--- config.mk ---
export PLATFORM = sky130hd
export DESIGN_NAME = hazard_ctrl
export DESIGN_NICKNAME = d
export VERILOG_FILES = /design/src/rtl/hazard_ctrl.sv
export SDC_FILE = /design/constraint.sdc
export NUM_CORES = 1
export LEC_CHECK = 0
export BUFFER_PORTS_ARGS = -buffer_cell sky130_fd_sc_hd__buf_4
export CORE_MARGIN = 1
export CORE_UTILIZATION = 35
export DETAILED_ROUTE_END_ITERATION = 10
export MAX_ROUTING_LAYER = met4
export PLACE_DENSITY = 0.66
export SLEW_MARGIN = 20
export SYNTH_ARGS = -nofsm -noshare
export SYNTH_HDL_FRONTEND = slang
export SYNTH_SLANG_ARGS = --single-unit
--- constraint.sdc ---
create_clock -name clk -period 2.2 [get_ports clk]
set_input_delay 0.22 -clock clk [delete_from_list [all_inputs] [get_ports clk]]
set_output_delay 0.22 -clock clk [all_outputs]
set_load 0.005 [all_outputs]
--- src/rtl/hazard_ctrl.sv ---
// Pipeline hazard controller: load-use IF hold, EX/ID jump redirect arbitration,
// EX bubble injection and saturating stall/flush performance counters.
module hazard_ctrl #(
  parameter int unsigned XLEN       = 32,
  parameter int unsigned LOAD_STALL = 1,
  parameter int unsigned EX_FLUSH   = 2,
  parameter int unsigned PERF_W     = 16
) (
  input  logic              clk,
  input  logic              rst_n,
  input  logic [4:0]        id_rs1,
  input  logic [4:0]        id_rs2,
  input  logic              id_rs1_vld,
  input  logic              id_rs2_vld,
  input  logic [4:0]        ex_rd,
  input  logic [6:0]        ex_opcode,
  input  logic              id_jmp_vld,
  input  logic [XLEN-1:0]   id_imm,
  input  logic [XLEN-1:0]   id_pc,
  input  logic              ex_jmp_vld,
  input  logic [XLEN-1:0]   ex_jmp_addr,
  input  logic              ex_busy,
  output logic              hold_if,
  output logic              jmp_vld_if,
  output logic [XLEN-1:0]   jmp_addr_if,
  output logic              inst_vld_ex,
  output logic [PERF_W-1:0] stall_cnt,
  output logic [PERF_W-1:0] flush_cnt
);

  localparam logic [6:0] OP_LOAD = 7'b0000011;

  typedef enum logic {
    S_IDLE,
    S_LU
  } state_e;

  state_e            state_q, state_d;
  logic [2:0]        lu_cnt_q, lu_cnt_d;
  logic [2:0]        fl_cnt_q, fl_cnt_d;
  logic              hold_bub_q;
  logic [PERF_W-1:0] stall_cnt_q, stall_cnt_d;
  logic [PERF_W-1:0] flush_cnt_q, flush_cnt_d;
  logic              lu_det;
  logic              lu_hold;
  logic              jmp_bub;

  assign lu_det = (ex_opcode == OP_LOAD) && (ex_rd != 5'd0) &&
                  (((id_rs1 == ex_rd) && id_rs1_vld) || ((id_rs2 == ex_rd) && id_rs2_vld));

  // The final LU cycle masks lu_det: ID/EX still carries the load being waited on.
  always_comb begin
    state_d  = state_q;
    lu_cnt_d = lu_cnt_q;
    lu_hold  = 1'b0;
    if (ex_jmp_vld) begin
      state_d  = S_IDLE;
      lu_cnt_d = '0;
    end else begin
      unique case (state_q)
        S_IDLE: begin
          if (lu_det) begin
            lu_hold  = 1'b1;
            lu_cnt_d = 3'(LOAD_STALL - 1);
            state_d  = S_LU;
          end
        end
        S_LU: begin
          if (lu_cnt_q != '0) begin
            lu_hold  = 1'b1;
            lu_cnt_d = lu_cnt_q - 3'd1;
          end else begin
            state_d  = S_IDLE;
          end
        end
        default: state_d = S_IDLE;
      endcase
    end
  end

  always_comb begin
    jmp_vld_if  = 1'b0;
    jmp_addr_if = '0;
    if (ex_jmp_vld) begin
      jmp_vld_if  = 1'b1;
      jmp_addr_if = ex_jmp_addr;
    end else if (id_jmp_vld) begin
      jmp_vld_if  = 1'b1;
      jmp_addr_if = id_pc + id_imm;
    end
  end

  always_comb begin
    fl_cnt_d = fl_cnt_q;
    if (ex_jmp_vld) begin
      fl_cnt_d = 3'(EX_FLUSH - 1);
    end else if (fl_cnt_q != '0) begin
      fl_cnt_d = fl_cnt_q - 3'd1;
    end
  end

  assign jmp_bub     = ex_jmp_vld || (fl_cnt_q != '0);
  assign hold_if     = lu_hold || ex_busy;
  assign inst_vld_ex = !(jmp_bub || hold_bub_q);

  always_comb begin
    stall_cnt_d = stall_cnt_q;
    flush_cnt_d = flush_cnt_q;
    if (hold_if && (stall_cnt_q != '1)) stall_cnt_d = stall_cnt_q + PERF_W'(1);
    if (jmp_bub && (flush_cnt_q != '1)) flush_cnt_d = flush_cnt_q + PERF_W'(1);
  end

  always_ff @(posedge clk or negedge rst_n) begin
    if (!rst_n) begin
      state_q     <= S_IDLE;
      lu_cnt_q    <= '0;
      fl_cnt_q    <= '0;
      hold_bub_q  <= 1'b0;
      stall_cnt_q <= '0;
      flush_cnt_q <= '0;
    end else begin
      state_q     <= state_d;
      lu_cnt_q    <= lu_cnt_d;
      fl_cnt_q    <= fl_cnt_d;
      hold_bub_q  <= lu_hold;
      stall_cnt_q <= stall_cnt_d;
      flush_cnt_q <= flush_cnt_d;
    end
  end

  assign stall_cnt = stall_cnt_q;
  assign flush_cnt = flush_cnt_q;

endmodule

# ---- Yosys cells after proc, flatten, opt, wreduce, memory -nomap -nowiden
# Cells that the tools add are included.
dict set report word_totals {
  output_inout_bits 67
  n_memories 0
  mem_bits_ro 0
  latch_bits 0
  reg_bits 39
  input_bits 125
  mem_bits_rw 0
}
dict set report classes {
  n_bitwise 1
  n_mux 14
  shift 0
  div_mod_pow 0
  addsub 5
  order_cmp 0
  n_eq_ne 7
  n_reduce_logical 16
  multipliers 0
}
# cell n
set ops {}
lappend ops {{$mux 32} 2}
lappend ops {{$add 16x1->16 const B} 2}
lappend ops {{$add 32x32->32} 1}
lappend ops {{$ne 16x16->1 const B} 2}
lappend ops {{$mux 3} 5}
lappend ops {{$eq 5x5->1} 2}
lappend ops {{$eq 7x2->1 const B} 1}
lappend ops {{$logic_and 1x1->1} 6}
lappend ops {{$pmux 3 s2} 1}
lappend ops {{$reduce_bool 3->1} 2}
lappend ops {{$sub 3x1->3 const B} 2}
lappend ops {{$mux 1} 5}
lappend ops {{$reduce_bool 5->1} 1}
lappend ops {{$logic_or 1x1->1} 4}
lappend ops {{$ne 3x2->1 const B} 1}
lappend ops {{$ne 3x3->1 const B} 1}
lappend ops {{$pmux 1 s2} 1}
lappend ops {{$reduce_and 2->1} 1}
lappend ops {{$reduce_bool 2->1} 1}
lappend ops {{$logic_not 1->1} 1}
lappend ops {{$not 1->1} 1}

# ---- Depth between registers and ports, before layout
# Gate-level depths: netlist of run 1.
dict set report logic_depth {
  depth_word 9
  depth_mapped 11
}

# ---- Worst setup path after synthesis of run 1
# OpenSTA, ideal clock, no wires.
dict set report synth_path {
  path_type {input port to output port}
  startpoint {input port id_imm[0]}
  endpoint {output port jmp_addr_if[30]}
  cell_stages 11
  t_arrival_ps 2229
  required_ps 1980
  slack_ps -249
  path_buffers 0
  path_cell_list {ha_1 inv_1 fa_1 nor2b_1 o2111ai_1 a21oi_1 o31ai_2 o22a_1 o31a_1 xor2_1 o21ai_0}
}
dict set report synth_between {
  elab_chain_cells 3
}
# item line
set synth_lines {}
lappend synth_lines {{start: declaration} 18} ;# input logic [XLEN-1:0] id_imm,
lappend synth_lines {{$add 32x32->32} 89} ;# jmp_addr_if = id_pc + id_imm;
lappend synth_lines {{$mux 32} 87} ;# end else if (id_jmp_vld) begin
lappend synth_lines {{$mux 32} 84} ;# if (ex_jmp_vld) begin
lappend synth_lines {{end: declaration} 25} ;# output logic [XLEN-1:0] jmp_addr_if,
# No other way between the ends.

# ---- Worst setup path after layout of run 1
dict set report layout_path {
  startpoint {input port id_imm[7]}
  endpoint {output port jmp_addr_if[20]}
}
# Same word-level chain as after synthesis.

==> results of run 1 <==
## worst max-delay path, cell delays in order
cell and delay, ns:
buf_4 0.12, ha_4 0.25, and3_1 0.22, buf_4 0.16, nand4_1 0.11, a21oi_2 0.07, o31ai_4 0.41, buf_4 0.19
o21bai_4 0.09, a21oi_2 0.15, xor2_1 0.22, o21ai_1 0.09, buf_4 0.13
## report_power, final
part | internal, mW | leakage [nW] | switching [mW]
Clock | 0.563 | 0.0868 | 0.267
Sequential | 0.870 | 0.509 | 0.175
Combinational | 1.13 | 2.78 | 0.900
## metal layers
metal,track usage (%),up-vias
met3,4.18,31
met1,28.7,2330
met2,43.4,193
met5,-,-
li1,-,2390
met4,6.56,0
## layout by cell type, fill, tap and decap left out, types with 15 or more instances in the layout
cell / synthesis / layout
nand4_1: 15 / 15
xor2_1: 29 / 26
ha_4: 0 / 15
o21ai_1: 2 / 27
buf_6: 1 / 16
nand3_1: 17 / 16
xnor2_1: 36 / 30
nor2_1: 32 / 29
ha_1: 37 / 21
a21oi_1: 25 / 17
buf_4: 0 / 282
nand2_1: 63 / 59
dfrtp_1: 39 / 38
## final timing paths
kind	start	endpoint	slack, ns	depth (start not counted)
min in group asynchronous	rst_n	stall_cnt[12]$_DFFE_PN0P_	0.46	2
max in group asynchronous	rst_n	hold_bub_q$_DFF_PN0_	1.38	2
max reg2reg	flush_cnt[8]$_DFFE_PN0P_	flush_cnt[9]$_DFFE_PN0P_	0.13	8
max	id_imm[7]	jmp_addr_if[20]	-0.45	13
min	ex_jmp_vld	lu_cnt_q[2]$_DFFE_PN0P_	0.26	2
min reg2reg	flush_cnt[9]$_DFFE_PN0P_	flush_cnt[9]$_DFFE_PN0P_	0.49	1
## sequential cells by signal, summed over array words and instances (netlist names)
register	flops
flush_cnt	16
stall_cnt	16
fl_cnt_q	3
lu_cnt_q	3
hold_bub_q	1
## through the flow
| step | std cells | hold WS, ns | total power [mW] |
|---|---|---|---|
| after CTS | 927 | 0.262 | 3.75 |
| final | 929 | 0.260 | 3.90 |
| after floorplan | 500 | -0.0756 | 1.86 |
| after detailed placement | 905 | 0.216 | 2.81 |
| after global routing | 929 | 0.278 | 4.16 |
| after global placement | 905 | 0.211 | 2.76 |
## area by class of cell
cell class | instances | area [sq um] | area share, %
repair buffers | 299 | 2310 | 32.4
clock buffers | 6 | 139 | 1.95
clock inverters | 2 | 35.0 | 0.492
inverters | 15 | 56.3 | 0.790
well taps | 140 | 175 | 2.46
flip-flops and latches | 39 | 977 | 13.7
multi-input cells | 428 | 3440 | 48.2
## cell families after synthesis
logic type	after synthesis	synth area share [%]
AO/OA/AOI/OAI	143	23.1
XOR/XNOR	65	14.3
adder cells (fa/ha/maj)	38	12.1
buffers and inverters	33	3.29
flip-flops	39	24.5
multiplexers	2	0.564
AND/OR/NAND/NOR	180	22.2
## timing repair
action,in CTS,in global routing
hold buffers,1,0
pin swaps,29,63
endpoints found under the hold margin,39,0
buffers inserted,13,12
setup endpoints to repair,26,32
resized for setup,48,80
==> reports/metrics.yaml, run 1 <==
outcome: "finished, violations left"
violations: "setup timing"
wl_met3_microns: 988
wl_met1_microns: 5940
cp_max_fo: 5
die_area_sq_um: 11800
grt-ovfl-total: 0
wirelength_microns: 14800
end_kind: "output port"
hold_viol: 0
gp_congestion: 0.935
clock-root-buffer: "clkbuf_16"
clk_pin_slew_ns: 0.06
final_cell_area_sq_um: 7130
yosysMostFrequentCell: "nand2_1"
setup_viol: 22
ys.flop_type: "dfrtp_1"
fp-row-count: 38
cts_tree: "yes"
grt_pass1_vias: 4894
synth_area_sq_um: 3990
highest_layer: "met4"
fp.dieW_microns: 109
drv_slew: 0
cp.required_ns: 1.98
powerDensity_nw_per_um2: 548
synth_edf_count: 0
max_freq_mhz: 378
hp-class: "in -> reg"
ir_drop_mv: 0.542
drc: 0
post_drt_wl_per_cell_microns: 15.9
yosys_warnings: 0
placed_area_sq_um: 6260
cts_buffers: 5
syn_to_final_growth_pct: 78.6
slew_headroom_pct: 68.1
cts_max_level: 2
syn_area_per_cell_sq_um: 7.98
synth_cells: 500
start_util_pct: 36.3
preCtsSetupSlack_ns: -0.508
grt_start_max_net_pins: 40
synth_seq_cells: 39
grt_pass1_wl_microns: 22600
grtUsageTotal_pct: 24.6
ys_seq_area_share_pct: 24.5
cts_buffer_depth: 2
leakagePower_nw: 3.38
synth_area_leaders: "dfrtp_1 24%, ha_1 12%, xnor2_1 7.9%, xor2_1 6.4%, nand2_1 5.9%"
numPortBuffers: 191
utilization_pct: 64.9
layout_setup_ws_ns: -0.447
syn_nets: 663
clock_sinks: 39
post-route-min-period_ns: 2.65
maxCapViolCount: 0
clkLatencyLatePin_ns: 0.28
core_area_sq_um: 11000
synth_top_area_share_pct: 24.5
die_h_microns: 109
vias: 4944
synth_top_area_cell: "dfrtp_1"
critPathArrivalTime_ns: 2.43
grt_antenna_before_repair: 0
crit_type: "in -> out"
synth_commonest_cells: "63 x nand2_1, 47 x o21ai_0, 39 x dfrtp_1"
num_antenna_cells: 0
skew_ns: 0.00381
n_fill_cell: 896
grt_setup_unrepaired: "true"
async_flop_share_pct: 100
drive_above_1_share_pct: 50.1
critPathLaunchType: "input pin"
dp_hpwl_microns: 11500
worstMarginPinSlew_ns: 0.478
ioPinCount: 192
setup_tns_ns: -5.00
layout_worst_path_cycle_share_pct: 120
via_per_inst: 5.32
wl_met2_microns: 7540
first_iter_violations: 181
nNetsFinal: 951
synth_cell_type_count: 56
first_pass_iters: 5
drtAntennaViolNets: 0
Note: power is estimated with default switching activity, not from simulation.
==> inputs of run 2 (changes only) <==
BUFFER_PORTS_ARGS = not set   (was -buffer_cell sky130_fd_sc_hd__buf_4)
DONT_BUFFER_PORTS = 1   (was not set)
PLACE_DENSITY = not set   (was 0.66)
SETUP_SLACK_MARGIN = 0.5   (was not set)
==> run 2 against run 1 <==
  * The flow still finishes with violations (setup timing)
  * Largest cell class unchanged
  * Fmax rose by 3.9%
  * Non-clock buffer count fell by 171
  * Worst hold slack worse by 0.24 ns
  * First-iteration DRC count is 22% lower
  * Die area unchanged
  * Clock skew down 0.0019 ns
  * Combinational power decreased by 11%
  * Total power down 8.2%
  * Core utilization shrank 8.4 points
  * Highest routed layer unchanged
==> reports/metrics.yaml, run 2 (synthesized netlist as in run 1, its figures left out) <==
setup_viol: 14  # -36%
wirelength_microns: 13400  # -9.2%
post-route-min-period_ns: 2.55  # -0.100 ns
fp-row-count: 38  # unchanged
dp.cells: 711  # -21%
swShare_pct: 36.4  # +2.0 points
syn_to_final_growth_pct: 55.4
drc: 0  # unchanged
slowest_stage: "fa_2"
dp_hpwl_microns: 10100  # -12%
worst_hold_slack_ns: 0.0166  # -0.243 ns
clkLatencyLatePin_ns: 0.27  # about the same
grt_start_max_net_pins: 48  # +20%
cpPeakStageDelay_ns: 0.37  # -0.04 ns
layout_setup_ws_ns: -0.347  # +0.100 ns
cp.required_ns: 1.98  # about the same
outcome: "finished, violations left"
p_int_mw: 2.28  # -11%
setup_tns_ns: -2.51  # +2.49 ns
drtAntennaViolNets: 0  # unchanged
r2r_setup_slack_ns: 0.25  # +0.12 ns
drive_above_1_share_pct: 44.1  # -6.0 points
max_freq_mhz: 393  # +3.9%
final_cell_area_sq_um: 6200  # -13%
clk_pin_slew_ns: 0.05  # about the same
fp.dieW_microns: 109  # unchanged
powerDensity_nw_per_um2: 578  # +5.5%
numPortBuffers: 0  # -100%
grtUsageTotal_pct: 22.0  # -2.6 points
clock-root-buffer: "clkbuf_16"
die_area_sq_um: 11800  # unchanged
hold_viol: 0  # unchanged
layout_worst_path_cycle_share_pct: 116  # -4.6 points
placed_area_sq_um: 4940  # -21%
critPathArrivalTime_ns: 2.33  # -0.10 ns
cts_buffer_depth: 2  # unchanged
p_switching_mw: 1.30  # -2.8%
crit_chain: "ha_4, inv_2, fa_2, nor2b_4, o2111ai_2, a21oi_2, o31ai_4, o22a_1, o31a_1, xor2_2, o21ai_2, buf_4"
cp_max_fo: 4  # -1
final_cell_mix: "103 x buf_4, 54 x nand2_1, 38 x dfrtp_1, 29 x xnor2_1, 26 x xor2_1"
cts_max_level: 2  # unchanged
num_antenna_cells: 0  # unchanged
first_iter_violations: 141  # -22%
grt-ovfl-total: 0  # unchanged
end_kind: "output port"
leakagePower_nw: 2.63  # -22%
grt_pass1_vias: 4209  # -14%
core_area_sq_um: 11000  # unchanged
grt_pass1_wl_microns: 20100  # -11%
first_pass_iters: 4  # -1
gp_congestion: 0.907  # -3.0%
hp-class: "in -> reg"
nNetsFinal: 780  # -18%
critPathLaunch: "id_imm[0]"
hold_start: "ex_jmp_vld"
via_per_inst: 5.56  # +4.5%
ioPinCount: 192  # unchanged
post_drt_wl_per_cell_microns: 17.8  # +11%
crit_type: "in -> out"
critPathLaunchType: "input pin"
seqPwrFrac_pct: 30.2  # +3.4 points
die_h_microns: 109  # unchanged
grt_antenna_before_repair: 0  # unchanged
ir_drop_mv: 0.756  # +40%
p_comb_share_pct: 50.6  # -1.4 points
preCtsSetupSlack_ns: -0.484  # +0.0238 ns
grt_setup_unrepaired: "true"
clock_sinks: 39  # unchanged
drv_slew: 0  # unchanged
skew_ns: 0.00195  # -0.00186 ns
clkPwrFrac_pct: 19.2  # -2.1 points
vias: 4209  # -15%
worstMarginPinSlew_ns: 0.841  # +0.362 ns
maxCapViolCount: 0  # unchanged
final_common_cell: "buf_4"
violations: "setup timing"
start_util_pct: 36.3  # unchanged
final_cell_count_no_fill: 757  # -19%
cts_buffers: 5  # unchanged
slew_headroom_pct: 43.9  # -24 points
r2r-start: "hold_bub_q$_DFF_PN0_"
cts_tree: "yes"
## run 2: cell types whose count changed in the layout (fill, tap and decap cells not counted), moves of 4 or more
cell     before  now
buf_4       282  103
nand3_1      16    6
nand3_4       0    6
buf_6        16   21
nand2_1      59   54
and3_1       11    7
and3_4        2    6
nand3_2       1    5
nor2_1       29   25
nor3b_1       4    0
nor3b_2       0    4
## run 2: power by group through the flow
| stage | sequential [mW] | clock [mW] | combinational [mW] |
|---|---|---|---|
| global route | 1.11 | 0.742 | 1.97 |
| global placement | 1.07 | 0 | 1.26 |
| CTS | 1.08 | 0.708 | 1.60 |
| detailed placement | 1.08 | 0 | 1.28 |
| floorplan | 1.05 | 0 | 0.869 |
| finish | 1.08 | 0.688 | 1.81 |
## run 2: path summary, 6_finish.rpt
path                                              to  depth (start not counted)
hold reg to reg            flush_cnt[11]$_DFFE_PN0P_                          1
max in group asynchronous       hold_bub_q$_DFF_PN0_                          2
setup / recovery                     jmp_addr_if[30]                         12
setup reg to reg            stall_cnt[9]$_DFFE_PN0P_                          9
hold / removal               fl_cnt_q[2]$_DFFE_PN0P_                          1
min in group asynchronous  stall_cnt[10]$_DFFE_PN0P_                          2
## run 2: critical path: cells and delay by family
kind	cells	cell delay [ns]
xor+xnor	1	0.16
simple gates	1	0.14
buf+inv	2	0.18
fa+ha+maj	2	0.50
compound gates	6	1.15
## run 2: area by class of cell
class / count / area (sq um)
clock buffer: 6 / 139
fill: 950 / 4780
timing repair buffer: 128 / 1090
multi-input combinational: 428 / 3760
tap: 140 / 175
sequential: 39 / 977
clock inverter: 1 / 5.00
inverter: 15 / 56.3
## run 2: per-layer routing
metal / wire, microns / vias up / GRT usage (%) / part of all wire (%)
met3: 873 / 16 / 4.18 / 6.5
li1: - / 2046 / - / -
met5: 0 / - / - / 0
met1: 5400 / 1992 / 24.5 / 40
met2: 6950 / 155 / 40.1 / 52
met4: 216 / 0 / 5.60 / 1.6
## run 2: per-stage QoR
step / total power, mW / utilization [%]
finish: 3.58 / 56.5
global route: 3.82 / 56.5
CTS: 3.39 / 52.4
detailed placement: 2.37 / 45.0
global placement: 2.33 / 45.0
floorplan: 1.92 / -
## run 2: repair_timing
item                       in CTS  in global routing
pin swaps                      66                 68
resized for setup             116                 67
hold buffers                    2                  0
setup endpoints to repair      64                 64
cloned                          1                  0
hold endpoints to repair       39                  0
buffers inserted               23                 13
==> inputs of run 3 (changes only) <==
clock period = 2.7 ns   (was 2.2 ns; I/O delays follow)
==> run 3 against run 2 <==
  * The flow now finishes without violations
  * Critical path depth up 1
  * Total power down 28%
  * Clock power down 4.2%
  * Critical endpoint is now jmp_addr_if[10]
  * Clock skew up 0.0031 ns
  * Via count down 6.4%
  * Critical path type unchanged
  * Sequential share of layout area up 3.6 points
  * Worst hold slack better by 0.041 ns
  * Wire length down 9.0%
==> reports/metrics.yaml, run 3 (synthesized netlist as in run 1, its figures left out) <==
grtUsageTotal_pct: 19.8  # -2.2 points
outcome: "completed"
cp.required_ns: 2.43  # +0.45 ns
fp-row-count: 38  # unchanged
max_freq_mhz: 404
layout_worst_path_cycle_share_pct: 91.7
ir_drop_mv: 0.634  # -16%
clk_pin_slew_ns: 0.06  # about the same
worstMarginPinSlew_ns: 0.475  # -0.366 ns
gp_congestion: 0.935  # +3.1%
crit_type: "in -> out"
grt_antenna_before_repair: 0  # unchanged
end_kind: "output port"
ioPinCount: 192  # unchanged
syn_to_final_growth_pct: 26.6
setup_tns_ns: 0  # +2.51 ns
post_drt_wl_per_cell_microns: 18.4  # +3.6%
maxCapViolCount: 0  # unchanged
post-route-min-period_ns: 2.48
hold_viol: 0  # unchanged
grt-ovfl-total: 0  # unchanged
dp_hpwl_microns: 8950  # -12%
wirelength_microns: 12200  # -9.0%
utilization_pct: 46.0  # -10 points
skew_ns: 0.00507  # +0.00312 ns
grt_start_max_net_pins: 48  # unchanged
seqCellArea_sq_um: 978  # +0.13%
cts_max_level: 2  # unchanged
start_util_pct: 36.3  # unchanged
drive_above_1_share_pct: 25.3  # -19 points
slew_headroom_pct: 68.2  # +24 points
cts_buffer_depth: 2  # unchanged
grt_pass1_wl_microns: 18200  # -9.5%
first_pass_iters: 5  # +1
drtAntennaViolNets: 0  # unchanged
num_antenna_cells: 0  # unchanged
first_iter_violations: 227  # +61%
critPathArrivalTime_ns: 2.21  # -0.12 ns
cts_buffers: 5  # unchanged
clkLatencyLatePin_ns: 0.28  # about the same
grt_pass1_vias: 3641  # -13%
drc: 0  # unchanged
final_cell_mix: "59 x nand2_1, 37 x dfrtp_1, 35 x xnor2_1, 30 x nor2_1, 28 x xor2_1"
multi_input_area_sq_um: 3380  # -10%
via_per_inst: 5.92  # +6.6%
critPathTopFamily: "compound AO/OA/AOI/OAI gates"
clock-root-buffer: "clkbuf_16"
cpPeakStageDelay_ns: 0.36  # about the same
die_area_sq_um: 11800  # unchanged
nNetsFinal: 687  # -12%
cts_tree: "yes"
powerDensity_nw_per_um2: 510  # -12%
n_fill_cell: 1039  # +9.4%
critPathLaunchType: "input pin"
crit_chain: "ha_4, inv_2, fa_2, nor2b_4, o2111ai_4, buf_4, buf_6, a21boi_4, o21ai_2, nand2b_1, a311oi_2, xor2_1, o21ai_1"
path_buf_inv: 3  # +1
fp.dieW_microns: 109  # unchanged
grt_setup_unrepaired: "true"
clock_sinks: 39  # unchanged
leakagePower_nw: 2.03  # -23%
cp_max_fo: 2  # -2
setup_viol: 0  # -14
vias: 3940  # -6.4%
drv_slew: 0  # unchanged
hp-class: "in -> reg"
die_h_microns: 109  # unchanged
final_common_cell: "nand2_1"
slowest_stage: "fa_2"
numPortBuffers: 0  # unchanged
core_area_sq_um: 11000  # unchanged
run 3: cell types whose count changed in the layout (fill, tap and decap cells not counted), sizes merged:
cell / previous run / this run
buf: 127 / 33
bufinv: 0 / 1
clkbuf: 6 / 5
clkinv: 1 / 2
or2: 2 / 3
run 3: path summary, 6_finish.rpt:
kind,startpoint,end,slack [ns],cells past startpoint
hold / removal,ex_jmp_vld,lu_cnt_q[2]$_DFFE_PN0P_,0.06,1
setup / recovery,id_imm[0],jmp_addr_if[10],0.22,13
min in group asynchronous,rst_n,flush_cnt[7]$_DFFE_PN0P_,0.44,2
setup reg to reg,flush_cnt[6]$_DFFE_PN0P_,flush_cnt[14]$_DFFE_PN0P_,0.63,9
hold reg to reg,fl_cnt_q[1]$_DFFE_PN0P_,fl_cnt_q[1]$_DFFE_PN0P_,0.52,2
max in group asynchronous,rst_n,hold_bub_q$_DFF_PN0_,2.05,2
run 3: per-layer routing:
layer  track usage, %  vias to the layer above  wire length (microns)
met5                -                        -                      0
met3             3.53                       26                    983
li1                 -                     1858                      -
met4             4.63                        0                    345
met2             33.6                      208                   5930
met1             24.3                     1848                   4970
run 3: worst register-to-register path: cells and delay by family (launching register included):
family | cells | cell delay (ns)
DFF | 1 | 0.45
xor gates and xnor gates | 1 | 0.15
AOI/OAI and AO/OA | 1 | 0.18
buffers and inverters | 1 | 0.14
and+or+nand+nor | 6 | 1.06
run 3: cell type report:
cell class / count / area share (%)
clock buffers: 5 / 2.48
clock inverters: 3 / 0.867
inverters: 15 / 1.11
multi-input cells: 429 / 67.0
flip-flops and latches: 39 / 19.4
well taps: 140 / 3.47
repair buffers: 34 / 5.72
run 3: report_power, final:
part	switching [mW]	internal, mW	total [mW]
combinational	0.538	0.497	1.04
sequential	0.174	0.710	0.884
clock	0.224	0.435	0.659
total	0.936	1.64	2.58
run 3: repair_timing:
| item | in CTS | in global routing |
|---|---|---|
| endpoints found under the setup margin | 36 | 30 |
| gates resized for setup | 64 | 56 |
| pin swaps | 26 | 35 |
| endpoints found under the hold margin | 39 | 0 |
| cloned | 0 | 1 |
| hold buffers | 2 | 0 |
| buffers inserted | 10 | 15 |
run 3: stage by stage:
step / hold slack, ns / instance area, sq um / setup WS (ns) / total power [mW] / cells
floorplan: -0.0256 / 4040 / 0.344 / 1.52 / 500
detailed placement: -0.0249 / 4190 / 0.0582 / 1.71 / 629
CTS: 0.0548 / 4740 / 0.183 / 2.49 / 649
finish: 0.0578 / 5050 / 0.224 / 2.58 / 665
global placement: -0.0249 / 4190 / 0.0787 / 1.69 / 629
global route: 0.0462 / 5050 / 0.112 / 2.77 / 665
